==> src/rtl/fog_out_framer.sv <==
// fog_out_framer: frames one latched 32-bit sample as HDR0 HDR1 D3 D2 D1 D0 [CNT] CKS for a byte sink.
// Define FOG_FRAME_CNT_EN to insert an 8-bit frame counter byte (S_CNT) before the checksum.
module fog_out_framer #(
    parameter logic [7:0] HDR0 = 8'hAB,
    parameter logic [7:0] HDR1 = 8'hBA
) (
    input  logic               i_clk,
    input  logic               i_rst_n,
    input  logic               i_trig,
    input  logic signed [31:0] i_data,
    input  logic               i_tx_ready,
    output logic [7:0]         o_tx_data,
    output logic               o_tx_valid,
    output logic               o_busy,
    output logic [7:0]         o_drop_cnt
);

    typedef enum logic [3:0] {
        IDLE,
        S_HDR0,
        S_HDR1,
        S_D3,
        S_D2,
        S_D1,
        S_D0,
`ifdef FOG_FRAME_CNT_EN
        S_CNT,
`endif
        S_CKS
    } state_t;

    state_t      r_state, w_next;
    logic [31:0] r_data;
    logic [7:0]  r_cks;
    logic [7:0]  r_drop;
    logic [7:0]  w_byte;
    logic        w_xfer, w_acc, w_start, w_drop, w_cks_xfer;
`ifdef FOG_FRAME_CNT_EN
    logic [7:0]  r_fcnt;
`endif

    assign o_tx_valid = (r_state != IDLE);
    assign o_busy     = (r_state != IDLE);
    assign o_tx_data  = w_byte;
    assign o_drop_cnt = r_drop;
    assign w_xfer     = o_tx_valid & i_tx_ready;
    assign w_cks_xfer = (r_state == S_CKS) & w_xfer;
    // A trigger on the checksum transfer chains straight into the next frame instead of dropping
    assign w_start    = i_trig & ((r_state == IDLE) | w_cks_xfer);
    assign w_drop     = i_trig & o_busy & ~w_cks_xfer;

    // Next state, current byte and checksum-accumulate enable
    always_comb begin
        w_next = r_state;
        w_byte = 8'h00;
        w_acc  = 1'b0;
        case (r_state)
            IDLE:   w_next = i_trig ? S_HDR0 : IDLE;
            S_HDR0: begin w_byte = HDR0;          w_next = w_xfer ? S_HDR1 : r_state; end
            S_HDR1: begin w_byte = HDR1;          w_next = w_xfer ? S_D3   : r_state; end
            S_D3:   begin w_byte = r_data[31:24]; w_acc = w_xfer; w_next = w_xfer ? S_D2 : r_state; end
            S_D2:   begin w_byte = r_data[23:16]; w_acc = w_xfer; w_next = w_xfer ? S_D1 : r_state; end
            S_D1:   begin w_byte = r_data[15:8];  w_acc = w_xfer; w_next = w_xfer ? S_D0 : r_state; end
`ifdef FOG_FRAME_CNT_EN
            S_D0:   begin w_byte = r_data[7:0];   w_acc = w_xfer; w_next = w_xfer ? S_CNT : r_state; end
            S_CNT:  begin w_byte = r_fcnt;        w_acc = w_xfer; w_next = w_xfer ? S_CKS : r_state; end
`else
            S_D0:   begin w_byte = r_data[7:0];   w_acc = w_xfer; w_next = w_xfer ? S_CKS : r_state; end
`endif
            S_CKS:  begin w_byte = r_cks;         w_next = w_xfer ? (i_trig ? S_HDR0 : IDLE) : r_state; end
            default: w_next = IDLE;
        endcase
    end

    // State register
    always_ff @(posedge i_clk or negedge i_rst_n) begin
        if (!i_rst_n) r_state <= IDLE;
        else          r_state <= w_next;
    end

    // Sample latch, running checksum and saturating drop counter
    always_ff @(posedge i_clk or negedge i_rst_n) begin
        if (!i_rst_n) begin
            r_data <= 32'h0;
            r_cks  <= 8'h00;
            r_drop <= 8'h00;
        end else begin
            if (w_start) begin
                r_data <= i_data;
                r_cks  <= 8'h00;
            end else if (w_acc) begin
                r_cks  <= r_cks + w_byte;
            end
            if (w_drop && r_drop != 8'hFF) r_drop <= r_drop + 8'd1;
        end
    end

`ifdef FOG_FRAME_CNT_EN
    // Frame counter advances once per completed frame
    always_ff @(posedge i_clk or negedge i_rst_n) begin
        if (!i_rst_n)        r_fcnt <= 8'h00;
        else if (w_cks_xfer) r_fcnt <= r_fcnt + 8'd1;
    end
`endif

endmodule
==> config.mk <==
export PLATFORM = sky130hd
export DESIGN_NAME = fog_out_framer
export DESIGN_NICKNAME = d
export VERILOG_FILES = /design/src/rtl/fog_out_framer.sv
export SDC_FILE = /design/constraint.sdc
export NUM_CORES = 1
export LEC_CHECK = 0
export BUFFER_PORTS_ARGS = -buffer_cell sky130_fd_sc_hd__buf_2
export CORE_MARGIN = 5
export CORE_UTILIZATION = 40
export CTS_CLUSTER_DIAMETER = 120
export DETAILED_ROUTE_END_ITERATION = 7
export PLACE_DENSITY = 0.64
export REMOVE_ABC_BUFFERS = 1
export SYNTH_ARGS = -nofsm -noshare
export SYNTH_HDL_FRONTEND = slang
export SYNTH_SLANG_ARGS = --single-unit
==> constraint.sdc <==
create_clock -name i_clk -period 3.06 [get_ports i_clk]
set_clock_uncertainty 0.15 [all_clocks]
set_input_delay 0.153 -clock i_clk [delete_from_list [all_inputs] [get_ports i_clk]]
set_output_delay 0.153 -clock i_clk [all_outputs]
set_load 0.1 [all_outputs]
==> out/summary.json, run 1 <==
{
  "asyncSetResetFlopFracSynth": {"value": 1.000},
  "syn_area_per_cell": {"value": 12.02, "unit": "µm²"},
  "grt_start_max_net_pins": {"value": 33},
  "grt_pass1_vias": {"value": 2167},
  "floorplan.rows": {"value": 30},
  "status": {"value": "complete, no violations"},
  "synth-seq-area-share": {"value": 0.4718},
  "floorplan.die.height": {"value": 92.24, "unit": "µm"},
  "setup.worst_path.end_class": {"value": "flip-flop"},
  "final.setup.tns": {"value": 0, "unit": "ns"},
  "floorplan.core_area": {"value": 0.006681, "unit": "mm²"},
  "path_common_cell": {"value": "sky130_fd_sc_hd__ha_1"},
  "synth.yosys.warnings": {"value": 0},
  "numCtsBuffers": {"value": 5},
  "initial_antenna_violation_count": {"value": 0},
  "critPathMaxStageDelay": {"value": 0.39, "unit": "ns"},
  "cp_cell_sequence": {"value": "buf_4 > ha_1 > or2_4 > a211oi_2 > a21oi_1 > a21o_1 > ha_1 > a21oi_2 > a211oi_1 > or3_1 > a21bo_1 > a31oi_1"},
  "worst_slew_margin_rel": {"value": 0.4973},
  "global_route.usage.total": {"value": 0.1500},
  "holdPathStages": {"value": 4},
  "route.detailed.drc": {"value": 0},
  "die-area": {"value": 0.008507, "unit": "mm²"},
  "critPathLaunchType": {"value": "flip-flop"},
  "detail_route.wirelength": {"value": 5982, "unit": "µm"},
  "cts.root.buffer_cell": {"value": "sky130_fd_sc_hd__clkbuf_8"},
  "dr_total_vias": {"value": 2089},
  "cts_buffer_depth": {"value": 2},
  "routabilityCongestion": {"value": 0.8053},
  "areaGrowthSynthToFinish": {"value": 33.07, "unit": "%"},
  "critical_path_arrival": {"value": 3.00, "unit": "ns"},
  "globalRouteOverflowTotal": {"value": 0},
  "max_fanout_on_critical_path": {"value": 5},
  "worstSetupPathType": {"value": "flip-flop to flip-flop"},
  "clkTransAtPathRegs": {"value": 0.09, "unit": "ns"},
  "mostFrequentLayoutCell": {"value": "sky130_fd_sc_hd__buf_2"},
  "cap_violations": {"value": 0},
  "mappedNetlistArea": {"value": 0.002705, "unit": "mm²"},
  "worstPathBufferInverterCount": {"value": 1},
  "synth_edf_count": {"value": 0},
  "clock_sink_count": {"value": 51},
  "mostFrequentLayoutCells": {"value": "53 x sky130_fd_sc_hd__buf_2, 51 x sky130_fd_sc_hd__dfrtp_1, 37 x sky130_fd_sc_hd__mux2_2, 33 x sky130_fd_sc_hd__dlygate4sd3_1, 15 x sky130_fd_sc_hd__buf_4"},
  "cp_required": {"value": 3.13, "unit": "ns"},
  "maxSlewViolCount": {"value": 0},
  "hold_start": {"value": "i_trig"},
  "max_freq": {"value": 340.9, "unit": "MHz"},
  "grt_pass1_wl": {"value": 10290, "unit": "µm"},
  "final.period_utilization": {"value": 0.9585},
  "dr_vias_cell": {"value": 5.197},
  "reg2reg_to": {"value": "r_cks[7]$_DFFE_PN0P_"},
  "postSynthRegisterBits": {"value": 51},
  "critical-path-slowest-cell": {"value": "sky130_fd_sc_hd__dfrtp_1"},
  "clock_insertion_delay_worst_skew": {"value": 0.30, "unit": "ns"},
  "die-width": {"value": 92.24, "unit": "µm"},
  "final-hold-violation-count": {"value": 0},
  "library_cell_occupying_the_most_area_in_the_post_synthesis_netlist": {"value": "sky130_fd_sc_hd__dfrtp_1"},
  "rr_worst_depth": {"value": 12},
  "report.final.setup_viol": {"value": 0},
  "synthTopCellsByArea": {"value": "sky130_fd_sc_hd__dfrtp_1 47%, sky130_fd_sc_hd__mux2_2 15%, sky130_fd_sc_hd__ha_1 5.6%"},
  "port_buffers": {"value": 53},
  "pin_count": {"value": 54},
  "final.min_clock_period": {"value": 2.933, "unit": "ns"},
  "synth_top_flop_cell": {"value": "sky130_fd_sc_hd__dfrtp_1"},
  "cp_top_family": {"value": "compound AO/OA/AOI/OAI gates"},
  "min_delay_worst_endpoint": {"value": "r_state[0]$_DFFE_PN0P_"},
  "synth.distinct_cells": {"value": 37},
  "detailedPlacementHpwl": {"value": 4311, "unit": "µm"},
  "share_of_cells_above_drive_strength_1": {"value": 0.4037},
  "drt.antenna.violating_nets": {"value": 0},
  "worst-slew-pin-transition": {"value": 0.7541, "unit": "ns"},
  "tritoncts": {"value": "yes"},
  "crit_reg_reg_startpoint": {"value": "r_state[0]$_DFFE_PN0P_"},
  "antennaDiodeCount": {"value": 0},
  "r2r_slack": {"value": 0.13, "unit": "ns"},
  "syn_inst": {"value": 225},
  "drt_iter0_markers": {"value": 47},
  "h_tree_levels": {"value": 2},
  "synth_top_area_frac": {"value": 0.4718},
  "effective_utilization_at_floorplan": {"value": 0.4049},
  "drt-wirelength-per-cell": {"value": 14.88, "unit": "µm"},
  "drt_pre_antenna_iters": {"value": 4},
  "nNetsFinal": {"value": 370},
  "min_path_type": {"value": "input pin to flip-flop"}
}
[cells by family after synthesis]
logic type / count (synthesis) / share of synthesized area
fa+ha+maj: 13 / 0.06290
compound gates: 62 / 0.1753
buf+inv: 16 / 0.03376
xor+xnor: 12 / 0.03885
simple gates: 33 / 0.05967
flops: 51 / 0.4718
mux: 38 / 0.1577
[synthesized netlist by cell type, types with 3 or more instances]
library cell,number
sky130_fd_sc_hd__nand2_1,14
sky130_fd_sc_hd__nor2_1,3
sky130_fd_sc_hd__o21ai_0,8
sky130_fd_sc_hd__a21o_1,3
sky130_fd_sc_hd__a211oi_1,6
sky130_fd_sc_hd__buf_2,4
sky130_fd_sc_hd__mux2_2,37
sky130_fd_sc_hd__a31oi_1,7
sky130_fd_sc_hd__xor2_1,4
sky130_fd_sc_hd__ha_1,12
sky130_fd_sc_hd__dfrtp_1,51
sky130_fd_sc_hd__and3_1,3
sky130_fd_sc_hd__a21oi_1,9
sky130_fd_sc_hd__inv_1,3
sky130_fd_sc_hd__buf_6,3
sky130_fd_sc_hd__xnor2_1,8
sky130_fd_sc_hd__a22o_1,13
sky130_fd_sc_hd__nand3_1,4
sky130_fd_sc_hd__clkbuf_1,4
sky130_fd_sc_hd__a22oi_1,7
[sequential cells by signal, summed over array words and instances, names as in the netlist]
signal and count:
o_drop_cnt 8, r_cks 8, r_data 32, r_state 3
[per-layer routing]
layer,routed length [µm],track usage,vias to the layer above
met3,292,0.02871,7
met1,2819,0.2053,1003
met5,0,0,-
li1,-,-,1032
met2,2810,0.2421,47
met4,60,0.04208,0
[through the flow]
| step | cells | utilization | hold WS (ns) | setup slack, ns | cell area [µm²] |
|---|---|---|---|---|---|
| 6_report | 402 | 0.5388 | 0.1569 | 0.1269 | 3600 |
| 5_1_grt | 402 | 0.5388 | 0.1788 | -0.02815 | 3600 |
| 4_1_cts | 399 | 0.5273 | 0.1453 | 0.0004363 | 3523 |
| 3_5_place_dp | 358 | 0.4622 | 0.1086 | 0.007989 | 3088 |
| 3_3_place_gp | 358 | 0.4622 | 0.1063 | 0.08997 | 3088 |
| 2_1_floorplan | 212 | - | -0.2926 | -1.955 | 2625 |
[layout make-up]
type                    instances  area (µm²)
repair buffers                102       719.4
well taps                      80       100.1
inverters                       3       11.26
clock buffers                   8       100.1
multi-input cells             158        1393
fillers                       624        3082
flip-flops and latches         51        1276
[worst min-delay path, stage by stage]
cell and delay, ns:
sky130_fd_sc_hd__buf_2 0.15, sky130_fd_sc_hd__o21ai_0 0.09, sky130_fd_sc_hd__nand2_1 0.06, sky130_fd_sc_hd__mux2_2 0.13
[how the worst max path moves through the flow]
stage                                      start                   end  depth (start not counted)
after detailed placement  r_state[0]$_DFFE_PN0P_  r_cks[6]$_DFFE_PN0P_                         12
after global routing      r_state[0]$_DFFE_PN0P_  r_cks[7]$_DFFE_PN0P_                         12
after global placement    r_state[0]$_DFFE_PN0P_  r_cks[7]$_DFFE_PN0P_                         12
final                     r_state[0]$_DFFE_PN0P_  r_cks[7]$_DFFE_PN0P_                         12
after CTS                 r_state[0]$_DFFE_PN0P_  r_cks[6]$_DFFE_PN0P_                         12
after floorplan           r_state[0]$_DFFE_PN0P_  r_cks[7]$_DFFE_PN0P_                          9
[timing repair]
item,4_1_cts,5_1_grt
endpoints found under the setup margin,1,4
resized for setup,1,15
pin swaps,0,4
buffers inserted,0,3
endpoints found under the hold margin,63,0
hold buffers,33,0
Power of run 1 is not shown: default switching activity piles up to over one toggle a cycle in this logic, so the estimate is an artifact.
==> run 2: changes to the inputs <==
ABC_AREA = 1   (was not set)
==> out/summary.json, run 2 <==
{
  "grt_pass1_wl": {"value": 11810, "unit": "µm", "change": "+15%"},
  "dr_wl_met3": {"value": 176, "unit": "µm", "change": "-40%"},
  "synth.yosys.warnings": {"value": 0, "change": "unchanged"},
  "tritoncts": {"value": "yes"},
  "clock_insertion_delay_worst_skew": {"value": 0.31, "unit": "ns", "change": "about the same"},
  "detail_route.wirelength": {"value": 6881, "unit": "µm", "change": "+15%"},
  "areaGrowthSynthToFinish": {"value": 28.02, "unit": "%"},
  "final-hold-violation-count": {"value": 0, "change": "unchanged"},
  "synth.distinct_cells": {"value": 30, "change": "-19%"},
  "dp_worst_setup_slack": {"value": 0.3379, "unit": "ns", "change": "+0.3299 ns"},
  "grt_start_max_net_pins": {"value": 39, "change": "+18%"},
  "die-area": {"value": 0.008809, "unit": "mm²", "change": "+3.5%"},
  "synth_top_flop_cell": {"value": "sky130_fd_sc_hd__dfrtp_1"},
  "totalPowerFinal": {"value": 0.004071, "unit": "W"},
  "cts.root.buffer_cell": {"value": "sky130_fd_sc_hd__clkbuf_8"},
  "routed.top_layer": {"value": "met4"},
  "largest_register": {"value": "r_data"},
  "worst-slew-pin-transition": {"value": 0.8390, "unit": "ns", "change": "+0.08491 ns"},
  "final.period_utilization": {"value": 0.8922, "change": "-0.06636"},
  "largest_register_ff_count": {"value": 32, "change": "unchanged"},
  "post_cts_setup_driven_buffer_insertion_count": {"value": 0, "change": "unchanged"},
  "dr_vias_cell": {"value": 4.762, "change": "-8.4%"},
  "port_buffers": {"value": 53, "change": "unchanged"},
  "detailedPlacementHpwl": {"value": 4915, "unit": "µm", "change": "+14%"},
  "library_cell_occupying_the_most_area_in_the_post_synthesis_netlist": {"value": "sky130_fd_sc_hd__dfrtp_1"},
  "drt.antenna.violating_nets": {"value": 0, "change": "unchanged"},
  "grt_setup_unrepaired": {"value": "false"},
  "critPathLaunchType": {"value": "flip-flop"},
  "fin_worst_hold_slack": {"value": 0.08398, "unit": "ns", "change": "-0.07288 ns"},
  "grt_pass1_vias": {"value": 2507, "change": "+16%"},
  "drt-wirelength-per-cell": {"value": 12.67, "unit": "µm", "change": "-15%"},
  "floorplan.core_area": {"value": 0.006832, "unit": "mm²", "change": "+2.2%"},
  "final_worst_path_setup_slack": {"value": 0.3300, "unit": "ns", "change": "+0.2030 ns"},
  "globalRouteOverflowTotal": {"value": 0, "change": "unchanged"},
  "dr_total_vias": {"value": 2586, "change": "+24%"},
  "asyncSetResetFlopFracSynth": {"value": 1.000, "change": "unchanged"},
  "postSynthRegisterBits": {"value": 51, "change": "unchanged"},
  "synthTopCellsByArea": {"value": "sky130_fd_sc_hd__dfrtp_1 45%, sky130_fd_sc_hd__nand2_1 22%, sky130_fd_sc_hd__ha_1 5.3%"},
  "mappedNetlistArea": {"value": 0.002813, "unit": "mm²", "change": "+4.0%"},
  "met2_wirelength": {"value": 3191, "unit": "µm", "change": "+14%"},
  "initial_antenna_violation_count": {"value": 0, "change": "unchanged"},
  "max_fanout_on_critical_path": {"value": 9, "change": "+4"},
  "synth_edf_count": {"value": 0, "change": "unchanged"},
  "h_tree_levels": {"value": 2, "change": "unchanged"},
  "die-width": {"value": 93.86, "unit": "µm", "change": "+1.8%"},
  "syn_area_per_cell": {"value": 7.835, "unit": "µm²", "change": "-35%"},
  "routabilityCongestion": {"value": 0.8821, "change": "+9.5%"},
  "setup.worst_path.end_class": {"value": "flip-flop"},
  "route.detailed.drc": {"value": 0, "change": "unchanged"},
  "clock_sink_count": {"value": 51, "change": "unchanged"},
  "nNetsFinal": {"value": 495, "change": "+34%"},
  "cap_violations": {"value": 0, "change": "unchanged"},
  "share_of_cells_above_drive_strength_1": {"value": 0.1991, "change": "-0.2046"},
  "final.min_clock_period": {"value": 2.730, "unit": "ns", "change": "-0.2030 ns"},
  "max_freq": {"value": 366.3, "unit": "MHz", "change": "+7.4%"},
  "floorplan.die.height": {"value": 93.86, "unit": "µm", "change": "+1.8%"},
  "maxSlewViolCount": {"value": 0, "change": "unchanged"},
  "synth.top_cells.by_count": {"value": "164 x sky130_fd_sc_hd__nand2_1, 51 x sky130_fd_sc_hd__dfrtp_1, 23 x sky130_fd_sc_hd__nand3_1"},
  "power.static_leakage": {"value": 1.969, "unit": "nW"},
  "antennaDiodeCount": {"value": 0, "change": "unchanged"},
  "worst_slew_margin_rel": {"value": 0.4407, "change": "-0.05660"},
  "power.density": {"value": 1131, "unit": "mW/mm²"},
  "cts_buffer_depth": {"value": 2, "change": "unchanged"},
  "report.final.setup_viol": {"value": 0, "change": "unchanged"},
  "cp_required": {"value": 3.17, "unit": "ns", "change": "+0.04 ns"},
  "min_path_type": {"value": "input pin to flip-flop"},
  "synth_top_area_frac": {"value": 0.4537, "change": "-0.01805"},
  "m1WireLength": {"value": 3382, "unit": "µm", "change": "+20%"},
  "effective_utilization_at_floorplan": {"value": 0.4117, "change": "+0.006853"},
  "global_route.usage.total": {"value": 0.1673, "change": "+0.01737"},
  "status": {"value": "complete, no violations"},
  "floorplan.rows": {"value": 30, "change": "unchanged"},
  "utilization": {"value": 0.5271, "change": "-0.01166"},
  "numCtsBuffers": {"value": 5, "change": "unchanged"},
  "mostFrequentLayoutCell": {"value": "sky130_fd_sc_hd__nand2_1"},
  "critical_path_arrival": {"value": 2.84, "unit": "ns", "change": "-0.16 ns"},
  "worstSetupPathType": {"value": "flip-flop to flip-flop"},
  "clkTransAtPathRegs": {"value": 0.10, "unit": "ns", "change": "about the same"},
  "syn_inst": {"value": 359, "change": "+60%"},
  "pin_count": {"value": 54, "change": "unchanged"},
  "ir_worst_vdd": {"value": 1096, "unit": "µV"},
  "synth-seq-area-share": {"value": 0.4537, "change": "-0.01805"},
  "synth_most_common_cell": {"value": "sky130_fd_sc_hd__nand2_1"},
  "drt_pre_antenna_iters": {"value": 4, "change": "unchanged"},
  "drt_iter0_markers": {"value": 149, "change": "+220%"},
  "mostFrequentLayoutCells": {"value": "164 x sky130_fd_sc_hd__nand2_1, 53 x sky130_fd_sc_hd__buf_2, 51 x sky130_fd_sc_hd__dfrtp_1, 33 x sky130_fd_sc_hd__dlygate4sd3_1, 23 x sky130_fd_sc_hd__nand3_1"}
}
## run 2: cell count changes in the layout (fill, tap and decap cells not counted), moves of 7 or more
cell,before,now
sky130_fd_sc_hd__nand3_1,3,23
sky130_fd_sc_hd__inv_2,0,7
sky130_fd_sc_hd__nand2_2,0,8
sky130_fd_sc_hd__nor2_1,3,10
sky130_fd_sc_hd__inv_1,3,21
sky130_fd_sc_hd__buf_4,15,2
sky130_fd_sc_hd__a22oi_1,7,0
sky130_fd_sc_hd__a22o_1,13,3
sky130_fd_sc_hd__nand2_1,14,164
sky130_fd_sc_hd__mux2_2,37,0
## run 2: area by class of cell
cell class              count  area, µm²
multi-input cells         271       1370
fillers                   694       3231
clock inverters             3      43.79
inverters                  29      111.4
repair buffers             88      610.6
flip-flops and latches     51       1276
well taps                  96      120.1
clock buffers               5      68.82
## run 2: logic make-up (layout without fill, tap and decap cells)
family | count (synthesis) | after routing | synth area share
compound gates | 30 | 30 | 0.06539
buf+inv | 37 | 125 | 0.06362
flops | 51 | 51 | 0.4537
simple gates | 218 | 218 | 0.3256
fa+ha+maj | 13 | 13 | 0.06050
xor+xnor | 10 | 10 | 0.03114
## run 2: report_power, final
group          switching, W  internal, W  total (W)
clock network      0.000236     0.000244   0.000480
logic               0.00183     0.000577    0.00240
registers          0.000225     0.000961    0.00119
total               0.00229      0.00178    0.00407
## run 2: critical path, stage by stage (launching register included)
cell                      delay, ns
sky130_fd_sc_hd__dfrtp_1       0.38
sky130_fd_sc_hd__inv_1         0.08
sky130_fd_sc_hd__ha_1          0.26
sky130_fd_sc_hd__nand2_1       0.09
sky130_fd_sc_hd__inv_2         0.10
sky130_fd_sc_hd__a22o_1        0.21
sky130_fd_sc_hd__a21oi_1       0.13
sky130_fd_sc_hd__nand3_1       0.14
sky130_fd_sc_hd__ha_1          0.42
sky130_fd_sc_hd__a21oi_1       0.11
sky130_fd_sc_hd__or2_2         0.27
sky130_fd_sc_hd__nand3_1       0.09
sky130_fd_sc_hd__nor2_1        0.05
sky130_fd_sc_hd__nor2_1        0.09
sky130_fd_sc_hd__nand2_1       0.06
sky130_fd_sc_hd__nand2_1       0.05
## run 2: through the flow
step	std cells	area [µm²]	setup TNS [ns]
3_3_place_gp	502	3146	0
2_1_floorplan	351	2745	-2.213
3_5_place_dp	502	3146	0
4_1_cts	543	3588	0
5_1_grt	543	3601	0
6_report	543	3601	0
## run 2: layer usage
| layer | up-vias | track usage |
|---|---|---|
| li1 | 1308 | - |
| met1 | 1221 | 0.2412 |
| met2 | 45 | 0.2561 |
| met3 | 12 | 0.02324 |
| met4 | 0 | 0.05897 |
| met5 | - | 0 |
## run 2: path summary, 6_finish.rpt
| path | startpoint | to | slack, ns | depth (start not counted) |
|---|---|---|---|---|
| worst max-delay path | r_state[0]$_DFFE_PN0P_ | r_cks[6]$_DFFE_PN0P_ | 0.33 | 15 |
| worst min register to register | r_data[18]$_DFFE_PN0P_ | r_data[18]$_DFFE_PN0P_ | 0.34 | 2 |
| worst min-delay path | i_trig | r_data[15]$_DFFE_PN0P_ | 0.08 | 4 |
| worst max register to register | r_state[0]$_DFFE_PN0P_ | r_cks[6]$_DFFE_PN0P_ | 0.33 | 15 |
| max in group asynchronous | i_rst_n | r_state[1]$_DFFE_PN0P_ | 1.71 | 3 |
| min in group asynchronous | i_rst_n | o_drop_cnt[0]$_DFFE_PN0P_ | 0.33 | 2 |
## run 2: what timing repair did
item / in CTS / in global routing
endpoints found under the setup margin: 0 / 1
endpoints found under the hold margin: 69 / 0
hold buffers: 33 / 0
resized for setup: 0 / 1
Power figures use the tool's default switching activity.
==> run 3: changes to the inputs <==
CELL_PAD_IN_SITES_DETAIL_PLACEMENT = 0   (was not set)
CELL_PAD_IN_SITES_GLOBAL_PLACEMENT = 1   (was not set)
CORE_UTILIZATION = 36   (was 40)
PLACE_DENSITY = 0.76   (was 0.64)
==> out/summary.json, run 3 (same netlist as run 2, synthesis figures left out) <==
{
  "status": {"value": "complete, no violations"},
  "grt_pass1_wl": {"value": 12630, "unit": "µm", "change": "+7.0%"},
  "clkTransAtPathRegs": {"value": 0.10, "unit": "ns", "change": "about the same"},
  "detailed_place.area": {"value": 0.003161, "unit": "mm²", "change": "+0.48%"},
  "die-area": {"value": 0.009681, "unit": "mm²", "change": "+9.9%"},
  "die-width": {"value": 98.39, "unit": "µm", "change": "+4.8%"},
  "numCtsBuffers": {"value": 5, "change": "unchanged"},
  "h_tree_levels": {"value": 2, "change": "unchanged"},
  "drt.antenna.violating_nets": {"value": 0, "change": "unchanged"},
  "floorplan.rows": {"value": 32, "change": "+6.7%"},
  "layout.cells.non_filler": {"value": 550, "change": "+1.3%"},
  "drt-wirelength-per-cell": {"value": 12.89, "unit": "µm", "change": "+1.7%"},
  "place_inst": {"value": 509, "change": "+1.4%"},
  "path_common_cell": {"value": "sky130_fd_sc_hd__nand2_1"},
  "cts_resized": {"value": 0, "change": "unchanged"},
  "finish.instance_area": {"value": 0.003582, "unit": "mm²", "change": "-0.52%"},
  "critPathLaunchType": {"value": "flip-flop"},
  "max_freq": {"value": 363.1, "unit": "MHz", "change": "-0.88%"},
  "power.density": {"value": 1113, "unit": "mW/mm²", "change": "-1.6%"},
  "multi_input_comb_area": {"value": 0.001358, "unit": "mm²", "change": "-0.91%"},
  "worstPathBufferInverterCount": {"value": 2, "change": "unchanged"},
  "floorplan.core_area": {"value": 0.007687, "unit": "mm²", "change": "+13%"},
  "post_cts_setup_driven_buffer_insertion_count": {"value": 0, "change": "unchanged"},
  "timing.critical_path.from": {"value": "r_state[0]$_DFFE_PN0P_"},
  "seq_area": {"value": 0.001276, "unit": "mm²", "change": "unchanged"},
  "fill_cells": {"value": 805, "change": "+16%"},
  "final-hold-violation-count": {"value": 0, "change": "unchanged"},
  "route.detailed.drc": {"value": 0, "change": "unchanged"},
  "routabilityCongestion": {"value": 0.8335, "change": "-5.5%"},
  "detailedPlacementHpwl": {"value": 5210, "unit": "µm", "change": "+6.0%"},
  "cp_required": {"value": 3.12, "unit": "ns", "change": "-0.05 ns"},
  "globalRouteOverflowTotal": {"value": 0, "change": "unchanged"},
  "drt_iter0_markers": {"value": 100, "change": "-33%"},
  "detail_route.wirelength": {"value": 7090, "unit": "µm", "change": "+3.0%"},
  "worst_slew_margin_rel": {"value": 0.5369, "change": "+0.09624"},
  "clock_sink_count": {"value": 51, "change": "unchanged"},
  "critical-path-slowest-cell": {"value": "sky130_fd_sc_hd__fa_1"},
  "crit_reg_reg_startpoint": {"value": "r_state[0]$_DFFE_PN0P_"},
  "max_fanout_on_critical_path": {"value": 8, "change": "-1"},
  "effective_utilization_at_floorplan": {"value": 0.3659, "change": "-0.04584"},
  "largest_register": {"value": "r_data"},
  "cts.root.buffer_cell": {"value": "sky130_fd_sc_hd__clkbuf_8"},
  "min_path_type": {"value": "input pin to flip-flop"},
  "report.final.setup_viol": {"value": 0, "change": "unchanged"},
  "final.min_clock_period": {"value": 2.754, "unit": "ns", "change": "+0.02422 ns"},
  "mostFrequentLayoutCells": {"value": "164 x sky130_fd_sc_hd__nand2_1, 53 x sky130_fd_sc_hd__buf_2, 51 x sky130_fd_sc_hd__dfrtp_1, 33 x sky130_fd_sc_hd__dlygate4sd3_1, 23 x sky130_fd_sc_hd__nand3_1"},
  "critical_path_arrival": {"value": 2.82, "unit": "ns", "change": "-0.02 ns"},
  "grt_start_max_net_pins": {"value": 34, "change": "-13%"},
  "initial_antenna_violation_count": {"value": 0, "change": "unchanged"},
  "hold_start": {"value": "i_trig"},
  "dp_worst_setup_slack": {"value": 0.3130, "unit": "ns", "change": "-0.02484 ns"},
  "grt_setup_unrepaired": {"value": "false"},
  "cts_buffer_depth": {"value": 2, "change": "unchanged"},
  "dr_total_vias": {"value": 2535, "change": "-2.0%"},
  "areaGrowthSynthToFinish": {"value": 27.36, "unit": "%"},
  "final_worst_path_setup_slack": {"value": 0.3057, "unit": "ns", "change": "-0.02422 ns"},
  "final.setup.tns": {"value": 0, "unit": "ns", "change": "unchanged"},
  "floorplan.die.height": {"value": 98.39, "unit": "µm", "change": "+4.8%"},
  "ir_worst_vdd": {"value": 798.9, "unit": "µV", "change": "-27%"},
  "tritoncts": {"value": "yes"},
  "grt_pass1_vias": {"value": 2666, "change": "+6.3%"},
  "drt_pre_antenna_iters": {"value": 4, "change": "unchanged"},
  "largest_register_ff_count": {"value": 32, "change": "unchanged"},
  "share_of_cells_above_drive_strength_1": {"value": 0.1987, "change": "-0.0004444"},
  "worstSetupPathType": {"value": "flip-flop to flip-flop"},
  "cap_violations": {"value": 0, "change": "unchanged"},
  "port_buffers": {"value": 53, "change": "unchanged"},
  "dr_vias_cell": {"value": 4.609, "change": "-3.2%"},
  "worst-slew-pin-transition": {"value": 0.6946, "unit": "ns", "change": "-0.1444 ns"},
  "totalPowerFinal": {"value": 0.003986, "unit": "W", "change": "-2.1%"},
  "global_route.usage.total": {"value": 0.1594, "change": "-0.007982"},
  "nNetsFinal": {"value": 496, "change": "+0.20%"},
  "pin_count": {"value": 54, "change": "unchanged"},
  "setup.worst_path.end_class": {"value": "flip-flop"},
  "clock_insertion_delay_worst_skew": {"value": 0.31, "unit": "ns", "change": "about the same"},
  "maxSlewViolCount": {"value": 0, "change": "unchanged"},
  "mostFrequentLayoutCell": {"value": "sky130_fd_sc_hd__nand2_1"},
  "antennaDiodeCount": {"value": 0, "change": "unchanged"},
  "power.static_leakage": {"value": 1.966, "unit": "nW", "change": "-0.11%"},
  "hold_buffers": {"value": 33, "change": "unchanged"},
  "critPathMaxStageDelay": {"value": 0.43, "unit": "ns", "change": "about the same"},
  "final.period_utilization": {"value": 0.9001, "change": "+0.007915"},
  "cp_cell_sequence": {"value": "inv_1 > ha_1 > nand2_2 > inv_2 > nand2_1 > o21ai_0 > a221oi_1 > nand3_1 > ha_1 > fa_1 > nand4_1 > nand3_1 > nor2_1 > nor2_1 > nand2_1 > nand2_1"},
  "cp_top_family": {"value": "adder cells"}
}
[run 3: cell count changes in the layout (fill, tap and decap cells not counted), sizes merged]
cell    previous run  this run
inv               29        31
clkinv             2         1
bufinv             1         0
buf               55        56
[run 3: where the power goes]
part	internal, W	switching [W]	leakage (nW)	total (W)
combinational	0.000566	0.00182	1.27	0.00239
sequential	0.000961	0.000226	0.648	0.00119
clock	0.000166	0.000245	0.0489	0.000411
[run 3: worst register-to-register path, stage by stage, from the launching register on]
cell	delay, ns
sky130_fd_sc_hd__dfrtp_1	0.39
sky130_fd_sc_hd__inv_1	0.08
sky130_fd_sc_hd__ha_1	0.24
sky130_fd_sc_hd__nand2_2	0.09
sky130_fd_sc_hd__inv_2	0.10
sky130_fd_sc_hd__nand2_1	0.08
sky130_fd_sc_hd__o21ai_0	0.07
sky130_fd_sc_hd__a221oi_1	0.21
sky130_fd_sc_hd__nand3_1	0.13
sky130_fd_sc_hd__ha_1	0.23
sky130_fd_sc_hd__fa_1	0.43
sky130_fd_sc_hd__nand4_1	0.12
sky130_fd_sc_hd__nand3_1	0.10
sky130_fd_sc_hd__nor2_1	0.10
sky130_fd_sc_hd__nor2_1	0.05
sky130_fd_sc_hd__nand2_1	0.06
sky130_fd_sc_hd__nand2_1	0.04
[run 3: path summary, 6_finish.rpt]
kind | depth (start not counted) | slack (ns) | end
max | 16 | 0.31 | r_cks[6]$_DFFE_PN0P_
max reg2reg | 16 | 0.31 | r_cks[6]$_DFFE_PN0P_
max in group asynchronous | 3 | 1.73 | r_cks[0]$_DFFE_PN0P_
min reg2reg | 2 | 0.34 | r_data[0]$_DFFE_PN0P_
min | 4 | 0.07 | r_data[31]$_DFFE_PN0P_
min in group asynchronous | 2 | 0.27 | o_drop_cnt[1]$_DFFE_PN0P_
[run 3: metal layers]
metal / track usage / wire length [µm] / up-vias
met4: 0.04517 / 108 / 0
met3: 0.02571 / 189 / 7
met1: 0.2131 / 3390 / 1182
met5: 0 / 0 / -
met2: 0.2668 / 3401 / 36
li1: - / - / 1310
[run 3: cell type report]
class                      count  area share
sequential                    51      0.3563
multi-input combinational    271      0.3790
clock inverter                 3    0.006287
tap                          102     0.03563
inverter                      29     0.03109
timing repair buffer          89      0.1725
clock buffer                   5     0.01921
[run 3: metrics by stage]
| stage | util | hold slack [ns] |
|---|---|---|
| after floorplan | - | -0.2926 |
| after global placement | 0.4111 | 0.08407 |
| after detailed placement | 0.4111 | 0.08671 |
| after CTS | 0.4660 | 0.06232 |
| after global routing | 0.4660 | 0.1002 |
| final | 0.4660 | 0.06631 |
